===== src/rtl/mesh_arb_pkg.sv =====
// Shared types and helpers for the mesh terminal arbiter.
// Contents:
//   arb_state_e : arbiter FSM states (IDLE waits for a request, HOLD presents
//                 the captured packet to the router)
//   idx_w(n)    : bits needed to index n items, never less than 1
package mesh_arb_pkg;

  typedef enum logic {
    IDLE = 1'b0,
    HOLD = 1'b1
  } arb_state_e;

  // A bare $clog2 returns 0 for n <= 1. That would give zero-width vectors,
  // so the result is clamped to at least one bit.
  function automatic int idx_w(input int n);
    return (n <= 2) ? 1 : $clog2(n);
  endfunction

endpackage


===== src/rtl/mesh_rr_pick.sv =====
// Combinational winner selection for the mesh terminal arbiter.
// Ports:
//   i_req     : pending-request vector, one bit per requester
//   i_rr_ptr  : index of the previous winner; the round-robin scan starts
//               just after it
//   i_rr_en   : 1 = round-robin, 0 = fixed priority (lowest index wins)
//   o_any_req : at least one request is pending
//   o_winner  : selected requester index (0 when nothing is pending)
module mesh_rr_pick
  import mesh_arb_pkg::*;
#(
  parameter int NUM_REQ = 4,
  parameter int IW      = idx_w(NUM_REQ)
) (
  input  logic [NUM_REQ-1:0] i_req,
  input  logic [IW-1:0]      i_rr_ptr,
  input  logic               i_rr_en,
  output logic               o_any_req,
  output logic [IW-1:0]      o_winner
);

  logic w_found;
  int   w_idx;

  assign o_any_req = |i_req;

  // Round-robin walks the indices after the previous winner, wrapping
  // around, and keeps the first pending one. Fixed priority scans downward
  // so that the lowest pending index is the one that sticks.
  always_comb begin
    o_winner = '0;
    w_found  = 1'b0;
    w_idx    = 0;
    if (i_rr_en) begin
      for (int k = 1; k <= NUM_REQ; k++) begin
        w_idx = (int'(i_rr_ptr) + k) % NUM_REQ;
        if (!w_found && i_req[w_idx]) begin
          o_winner = IW'(w_idx);
          w_found  = 1'b1;
        end
      end
    end else begin
      for (int i = NUM_REQ - 1; i >= 0; i--) begin
        if (i_req[i]) begin
          o_winner = IW'(i);
        end
      end
    end
  end

endmodule


===== src/rtl/mesh_term_arbiter.sv =====
// Shares one mesh router terminal input (pndng/data/pop) among NUM_REQ
// local requesters. A winner is captured into a single holding register and
// presented to the router until the router pops it.
// Ports:
//   clk, reset   : clock; synchronous active-high reset
//   req_pndng    : requester i has a packet pending
//   req_data     : flattened packets; slice i belongs to requester i
//   req_pop      : one-cycle pulse; requester i's packet was captured
//   term_pndng   : held packet is valid toward the router
//   term_data    : held packet
//   term_pop     : router consumed term_data
//   rr_en        : 1 = round-robin, 0 = fixed priority
//   err_clr      : clears err_timeout
//   busy         : high while a packet is being held
//   grant_id     : index of the last captured requester
//   err_timeout  : sticky; a hold lasted at least TIMEOUT cycles
//   pkt_cnt      : packets delivered to the router (wraps)
module mesh_term_arbiter
  import mesh_arb_pkg::*;
#(
  parameter int NUM_REQ = 4,
  parameter int PCKG_SZ = 32,
  parameter int TIMEOUT = 64,
  parameter int CNT_W   = 16
) (
  input  logic                       clk,
  input  logic                       reset,
  input  logic [NUM_REQ-1:0]         req_pndng,
  input  logic [NUM_REQ*PCKG_SZ-1:0] req_data,
  output logic [NUM_REQ-1:0]         req_pop,
  output logic                       term_pndng,
  output logic [PCKG_SZ-1:0]         term_data,
  input  logic                       term_pop,
  input  logic                       rr_en,
  input  logic                       err_clr,
  output logic                       busy,
  output logic [idx_w(NUM_REQ)-1:0]  grant_id,
  output logic                       err_timeout,
  output logic [CNT_W-1:0]           pkt_cnt
);

  localparam int IW = idx_w(NUM_REQ);
  localparam int HW = idx_w(TIMEOUT + 1);
  localparam logic [HW-1:0] HOLD_MAX  = HW'(TIMEOUT);
  localparam logic [HW-1:0] HOLD_LAST = (TIMEOUT == 0) ? '0 : HW'(TIMEOUT - 1);

  arb_state_e         r_state;
  logic               r_term_pndng;
  logic [PCKG_SZ-1:0] r_term_data;
  logic [IW-1:0]      r_grant_id;
  logic [IW-1:0]      r_rr_ptr;
  logic [HW-1:0]      r_hold_cnt;
  logic               r_err_timeout;
  logic [CNT_W-1:0]   r_pkt_cnt;

  logic               w_any_req;
  logic [IW-1:0]      w_winner;
  logic [PCKG_SZ-1:0] w_req_arr [NUM_REQ];
  logic [NUM_REQ-1:0] w_req_pop;
  logic               w_to_hit;

  // View the flattened data bus as an array indexed by requester.
  for (genvar g = 0; g < NUM_REQ; g++) begin : g_unpack
    assign w_req_arr[g] = req_data[g*PCKG_SZ +: PCKG_SZ];
  end

  mesh_rr_pick #(
    .NUM_REQ (NUM_REQ),
    .IW      (IW)
  ) u_pick (
    .i_req     (req_pndng),
    .i_rr_ptr  (r_rr_ptr),
    .i_rr_en   (rr_en),
    .o_any_req (w_any_req),
    .o_winner  (w_winner)
  );

  // The pop pulse has to appear in the same cycle as the capture decision,
  // so it is decoded combinationally. It is suppressed under reset: the
  // capture is discarded on that edge, and popping anyway would lose the
  // requester's packet.
  always_comb begin
    w_req_pop = '0;
    if ((r_state == IDLE) && w_any_req && !reset) begin
      w_req_pop[w_winner] = 1'b1;
    end
  end

  // The timeout fires on the edge where the hold counter steps onto
  // TIMEOUT. Once the counter saturates this is no longer true, so err_clr
  // can clear the flag during a stall that continues.
  assign w_to_hit = (TIMEOUT != 0) && (r_state == HOLD) && (r_hold_cnt == HOLD_LAST);

  // Main FSM. IDLE captures the winner into the holding register. HOLD
  // presents it until the router pops it, and then always returns through
  // IDLE, so term_pndng drops for at least one cycle between packets.
  always_ff @(posedge clk) begin
    if (reset) begin
      r_state       <= IDLE;
      r_term_pndng  <= 1'b0;
      r_term_data   <= '0;
      r_grant_id    <= '0;
      r_rr_ptr      <= IW'(NUM_REQ - 1);
      r_hold_cnt    <= '0;
      r_err_timeout <= 1'b0;
      r_pkt_cnt     <= '0;
    end else begin
      case (r_state)
        IDLE: begin
          if (w_any_req) begin
            r_term_data  <= w_req_arr[w_winner];
            r_grant_id   <= w_winner;
            r_rr_ptr     <= w_winner;
            r_term_pndng <= 1'b1;
            r_hold_cnt   <= '0;
            r_state      <= HOLD;
          end
          if (err_clr) begin
            r_err_timeout <= 1'b0;
          end
        end
        HOLD: begin
          if (r_hold_cnt != HOLD_MAX) begin
            r_hold_cnt <= r_hold_cnt + HW'(1);
          end
          if (w_to_hit) begin
            r_err_timeout <= 1'b1;
          end else if (err_clr) begin
            r_err_timeout <= 1'b0;
          end
          if (term_pop) begin
            r_term_pndng <= 1'b0;
            r_pkt_cnt    <= r_pkt_cnt + CNT_W'(1);
            r_state      <= IDLE;
          end
        end
        default: begin
          r_state <= IDLE;
        end
      endcase
    end
  end

  assign req_pop     = w_req_pop;
  assign term_pndng  = r_term_pndng;
  assign term_data   = r_term_data;
  assign busy        = (r_state == HOLD);
  assign grant_id    = r_grant_id;
  assign err_timeout = r_err_timeout;
  assign pkt_cnt     = r_pkt_cnt;

endmodule


===== config.mk =====
export PLATFORM = sky130hd
export DESIGN_NAME = mesh_term_arbiter
export DESIGN_NICKNAME = d
export VERILOG_FILES = /design/src/rtl/mesh_arb_pkg.sv /design/src/rtl/mesh_rr_pick.sv /design/src/rtl/mesh_term_arbiter.sv
export SDC_FILE = /design/constraint.sdc
export NUM_CORES = 1
export LEC_CHECK = 0
export CORE_MARGIN = 1.5
export CORE_UTILIZATION = 41
export DETAILED_ROUTE_END_ITERATION = 6
export GPL_ROUTABILITY_DRIVEN = 0
export PLACE_DENSITY = 0.94
export SYNTH_ARGS = -nofsm -noshare
export SYNTH_HDL_FRONTEND = slang
export SYNTH_SLANG_ARGS = --single-unit

===== constraint.sdc =====
create_clock -name clk -period 3.13 [get_ports clk]
set_input_delay 0.626 -clock clk [delete_from_list [all_inputs] [get_ports clk]]
set_output_delay 0.626 -clock clk [all_outputs]
set_load 0.05 [all_outputs]

# Word-level counts from Yosys, hierarchy flattened
# Index checks and enable logic that the tools add are counted.
[op_classes]
addsub = 6
mul = 0
div = 0
order_cmp = 7
n_eq_ne = 5
shift = 0
n_mux = 45
bitwise_logic = 6
n_reduce_logical = 20
[op_table]
columns = ["operator", "n"]
rows = [
  ["32-bit binary-select mux with 2-bit select", 1],
  ["32-bit 2-to-1 mux", 2],
  ["1-bit 2-to-1 mux", 21],
  ["2-bit 2-to-1 mux", 9],
  ["16-bit by 1-bit adder with 16-bit output (second input constant)", 1],
  ["3-bit by 4-bit less-than comparator with 1-bit output (second input constant)", 4],
  ["7-bit 2-to-1 mux", 2],
  ["7-bit one-hot mux with 2 select lines", 1],
  ["1-bit binary-select mux with 2-bit select", 4],
  ["2-bit AND reduction", 4],
  ["2-bit OR reduction", 4],
  ["7-bit by 1-bit adder with 7-bit output (second input constant)", 1],
  ["7-bit by 6-bit equality test with 1-bit output (second input constant)", 1],
  ["1-bit logical AND", 7],
  ["7-bit != test (second input constant)", 1],
  ["1-bit one-hot mux with 2 select lines", 3],
  ["2-bit by 1-bit adder with 2-bit output (second input constant)", 2],
  ["2-bit adder (second input constant)", 2],
  ["1-bit AND (first input constant)", 4],
  ["1-bit zero test", 4],
  ["4-bit 2-to-1 mux", 1],
  ["2-bit != test (second input constant)", 2],
  ["4-bit OR reduction", 1],
  ["3-bit greater-or-equal comparator (second input constant)", 1],
  ["6 further kinds", 6],
]
[totals]
register_bits = 62
latchBits = 0
ram_bits = 0
mem_bits_ro = 0
input_bits = 137
output_inout_bits = 57
elab_cells = 97
memories = 0

# Longest topological paths before layout
[depth]
depth_word = 25
ltp_mapped = 8
depth_no_buf = 6

# Modules after synthesis
# From an unflattened synthesis, not the netlist that was laid out.
[unflattened]
cells_unflattened = 357
area_unflattened_um2 = 3365.7
[modules_own_cells]
columns = ["mod", "n_inst", "cells_each", "area_per_inst_um2", "seq_area_each_um2"]
rows = [
  ["mesh_term_arbiter", 1, 338, 3244.4, 1241.2],
  ["mesh_rr_pick", 1, 19, 121.4, 0.0],
]

# Least setup slack after synthesis
# No wires, ideal clock.
[synth_path]
path_type = "input -> output"
startpoint = "input req_pndng[3]"
endpoint = "output req_pop[0]"
arrival_time_ns = 2.198
required_ns = 2.504
setup_slack_ns = 0.306
path_stages = 6
path_buffers = 2
path_cell_list = "and3b_1 > a211oi_1 > o22ai_1 > buf_4 > buf_1 > nor2_1"
[synth_between]
elab_chain_cells = 22
word_cells_on_any_way = 42
cone_classes = "order compare (2); mux (30); reduce/logical (10)"
[synth_rtl]
columns = ["element", "line_no", "text"]
rows = [
  ["start: declaration", "mesh_term_arbiter.sv:28", "input logic [NUM_REQ-1:0] req_pndng,"],
  ["1-bit binary-select mux with 2-bit select", "mesh_rr_pick.sv:37", "if (!w_found && i_req[w_idx]) begin"],
  ["1-bit 2-to-1 mux (implied by the code) (2 in series)", "mesh_rr_pick.sv:37", ""],
  ["1-bit 2-to-1 mux", "mesh_rr_pick.sv:37", ""],
  ["1-bit 2-to-1 mux", "mesh_rr_pick.sv:34", "if (i_rr_en) begin"],
  ["1-bit zero test", "mesh_rr_pick.sv:37", ""],
  ["1-bit logical AND", "mesh_rr_pick.sv:37", ""],
  ["1-bit 2-to-1 mux", "mesh_rr_pick.sv:37", ""],
  ["1-bit 2-to-1 mux", "mesh_rr_pick.sv:34", ""],
  ["[5 not listed]", "-", ""],
  ["1-bit logical AND", "mesh_rr_pick.sv:37", ""],
  ["2-bit 2-to-1 mux", "mesh_rr_pick.sv:37", ""],
  ["2-bit 2-to-1 mux", "mesh_rr_pick.sv:34", ""],
  ["2-bit by 3-bit less-than comparator with 1-bit output (implied by the code) / 2-bit by 1-bit greater-or-equal comparator with 1-bit output (equally long branches)", "mesh_term_arbiter.sv:85", "w_req_pop[w_winner] = 1'b1;"],
  ["1-bit logical AND (implied by the code)", "mesh_term_arbiter.sv:85", ""],
  ["1-bit 2-to-1 mux (implied by the code)", "mesh_term_arbiter.sv:85", ""],
  ["1-bit demux with 2-bit select", "mesh_term_arbiter.sv:85", ""],
  ["4-bit 2-to-1 mux (*)", "mesh_term_arbiter.sv:84", "if ((r_state == IDLE) && w_any_req && !reset) begin"],
  ["end: declaration", "mesh_term_arbiter.sv:30", "output logic [NUM_REQ-1:0] req_pop,"],
]
# Every way passes the cells marked *; elsewhere a longest branch is shown, timed or not. The select of a mux whose other input is x is not followed.

# Worst setup path after layout
[layout_path]
startpoint = "input req_pndng[3]"
endpoint = "output req_pop[2]"
# Same word-level chain as after synthesis.

==> metrics <==
status=complete, no violations; Hold Violations, Final=0; top-area cell type share of the netlist area=0.3741; vias=about 3800; largest net degree at the start of global routing=46; DRC viols=0; GRT overflow=0; Syn Nets=532; CTS tree=done; net switching power=0.8220 mW; setup TNS=0 ns; Min-Delay Path Class=register to register; starting DRC count in detailed routing=131; worst-path cell chain=clkdlybuf4s50_1 -> mux2i_1 -> a21boi_0 -> o22a_1 -> nor2_1 -> buf_4; post-synthesis cell count=392; initial antenna violation count=0; First-pass DRT Iterations=4; Die X=around 93 um; synth top area cells=dfxtp_1, mux2i_1, nand3_1, o2111ai_1, nand2_1; Crit Path Max Fanout=8; Via-to-Cell Ratio=5.500; YS warnings=0; clock power share=0.279; Internal=1.594 mW; Max Cap Viol=0; area leader, netlist=dfxtp_1; Area growth syn-to-layout=66.89%; FP Rows=32; Tcrit/Tclk final=0.9662; number of synthesized register bits=62; Root Driver=clkbuf_8; vias in the first global route=around 3700; Die Area=8642 um^2; Startpoint Class=input pin; Die Y=between 90 and 100 um; I/O pins=194; Post-synth EDFFs=0; layout cells sized above 1=0.06701; Tightest Pin Transition=0.7074 ns; register area share after synthesis=0.3741; placed instance count=668; clk_lat worst skew=0.33 ns; number of I/O port buffers=approximately 190; skew final=0.009872 ns; final worst setup slack=0.1057 ns; total track usage=0.2595; Worst EP required=2.50 ns; Comb power frac=0.349; Synth cell types=48; Final setup viols=0; CP Capture Type=output pin; routed length per instance=16.52 um; Rel. slew slack=0.5274; Pins Over Slew Limit=0; n_diodes=0; ys async rst share=0; leading register cell type out of synthesis=dfxtp_1; Static Leak=1.960 nW; clk sink count=slightly above 60; Initial Utilization=0.4272; Layout Nets=about 720; Worst-path clk slew=0.07 ns; post-route antenna net violation count=0; RSZ-0062 raised after global routing=no; H-tree depth=3; routed wire length=around 11000 um; crit path kind=input pin to output pin; fin cells=684; CTS buffer count=9; most frequent cells in the layout=clkdlybuf4s50_1, nand3_1, dfxtp_1; Peak VDD IR=267.0 uV; Post-Syn Area per Cell=8.465 um^2; Worst path slowest cell=clkdlybuf4s50_1; first-pass GRT wire length=17660 um; CTS Hold Buffers Added=0; pre-CTS setup slack=0.04458 ns; CORE AREA=between 7000 and 8000 um^2; Tmin final=3.024 ns; slowest stage delay, CP=0.60 ns; Net Sw Frac=0.3402; highest clock rate=330.7 MHz; Post-Syn Area=3318 um^2; maximum buffer depth of the clock tree=2; WP data arrival=2.40 ns; Seq pwr share=0.372; commonest non-fill, non-tap cell in the layout=clkdlybuf4s50_1; Post-DP HPWL=8684 um; PD cells=436.3 nW/um^2
==> what timing repair did <==
action | CTS | global route
endpoints found under the setup margin | 0 | 4
setup buffers | 0 | 0
gates resized for setup | 0 | 1
==> cell type report <==
cell class	count	area, um^2
well taps	102	127.6
flip-flops and latches	62	1241
fillers	584	2230
multi-input cells	294	1922
clock inverters	4	47.55
repair buffers	204	2042
inverters	6	22.52
clock buffers	12	135.1
==> synth_stat cells, drive strengths merged (2+ instances only) <==
cell type	number
inv	6
buf	25
mux2i	35
a21o	2
nor2b	2
and4	3
ha	3
nand3	70
and2	4
xnor2	6
nand2b	2
a21oi	8
nand2	40
xor2	9
nor3	6
dfxtp	62
o2111ai	34
clkbuf	5
or3	4
nand4	4
nor2	34
a21boi	3
o21ai	10
or4	2
==> state kept, by name (all words and copies together), names as in the netlist <==
| name | cells |
|---|---|
| term_data | 32 |
| pkt_cnt | 16 |
| r_hold_cnt | 7 |
| grant_id | 2 |
| r_rr_ptr | 2 |
| busy | 1 |
| err_timeout | 1 |
| term_pndng | 1 |
==> cells by family (layout without fill, tap and decap cells) <==
kind of cell / count (synthesis) / count (layout) / synth area share
flops: 62 / 62 / 0.3741
compound gates: 64 / 64 / 0.1508
buf+inv: 36 / 226 / 0.05467
xor+xnor: 15 / 15 / 0.03959
mux: 36 / 36 / 0.1090
simple gates: 176 / 176 / 0.2606
fa+ha+maj: 3 / 3 / 0.01131
==> through the flow <==
step / utilization / hold WS [ns] / cell area [um^2] / total power, mW
after global placement: 0.6888 / 0.4321 / 5350 / 1.736
after global routing: 0.7130 / 0.4829 / 5538 / 2.510
after CTS: 0.7123 / 0.4522 / 5533 / 2.423
after floorplan: - / 0.4578 / 3318 / 1.377
after detailed placement: 0.6888 / 0.4406 / 5350 / 1.756
final: 0.7130 / 0.4513 / 5538 / 2.416
==> path summary, 6_finish.rpt <==
path	startpoint	endpoint	slack [ns]	cells after the start
worst max register to register	r_rr_ptr[0]	term_data[31]	0.91	6
worst max-delay path	req_pndng[3]	req_pop[2]	0.11	6
worst min-delay path	grant_id[0]	grant_id[0]	0.45	2
worst min register to register	grant_id[0]	grant_id[0]	0.45	2
==> power by group through the flow <==
stage | Sequential (mW) | Combinational (mW) | Clock (mW)
6_report | 0.899 | 0.843 | 0.675
5_1_grt | 0.905 | 0.884 | 0.720
4_1_cts | 0.898 | 0.843 | 0.682
3_5_place_dp | 0.916 | 0.840 | 0
3_3_place_gp | 0.911 | 0.825 | 0
2_1_floorplan | 1.12 | 0.255 | 0
==> routing by layer <==
metal,routed length [um],vias to the layer above,share of wire,track usage
li1,-,1803,-,-
met1,4300,1734,0.38,0.2729
met2,5838,198,0.52,0.4769
met3,855,27,0.076,0.07471
met4,309,0,0.027,0.1098
met5,0,-,0,0
==> worst max-delay path: cells and delay by family <==
kind	cells	cell delay (ns)
multiplexers	1	0.12
AND/OR/NAND/NOR	1	0.08
buffers and inverters	2	0.79
AO/OA/AOI/OAI	2	0.79
No activity file was read; power rests on OpenSTA's default activity.
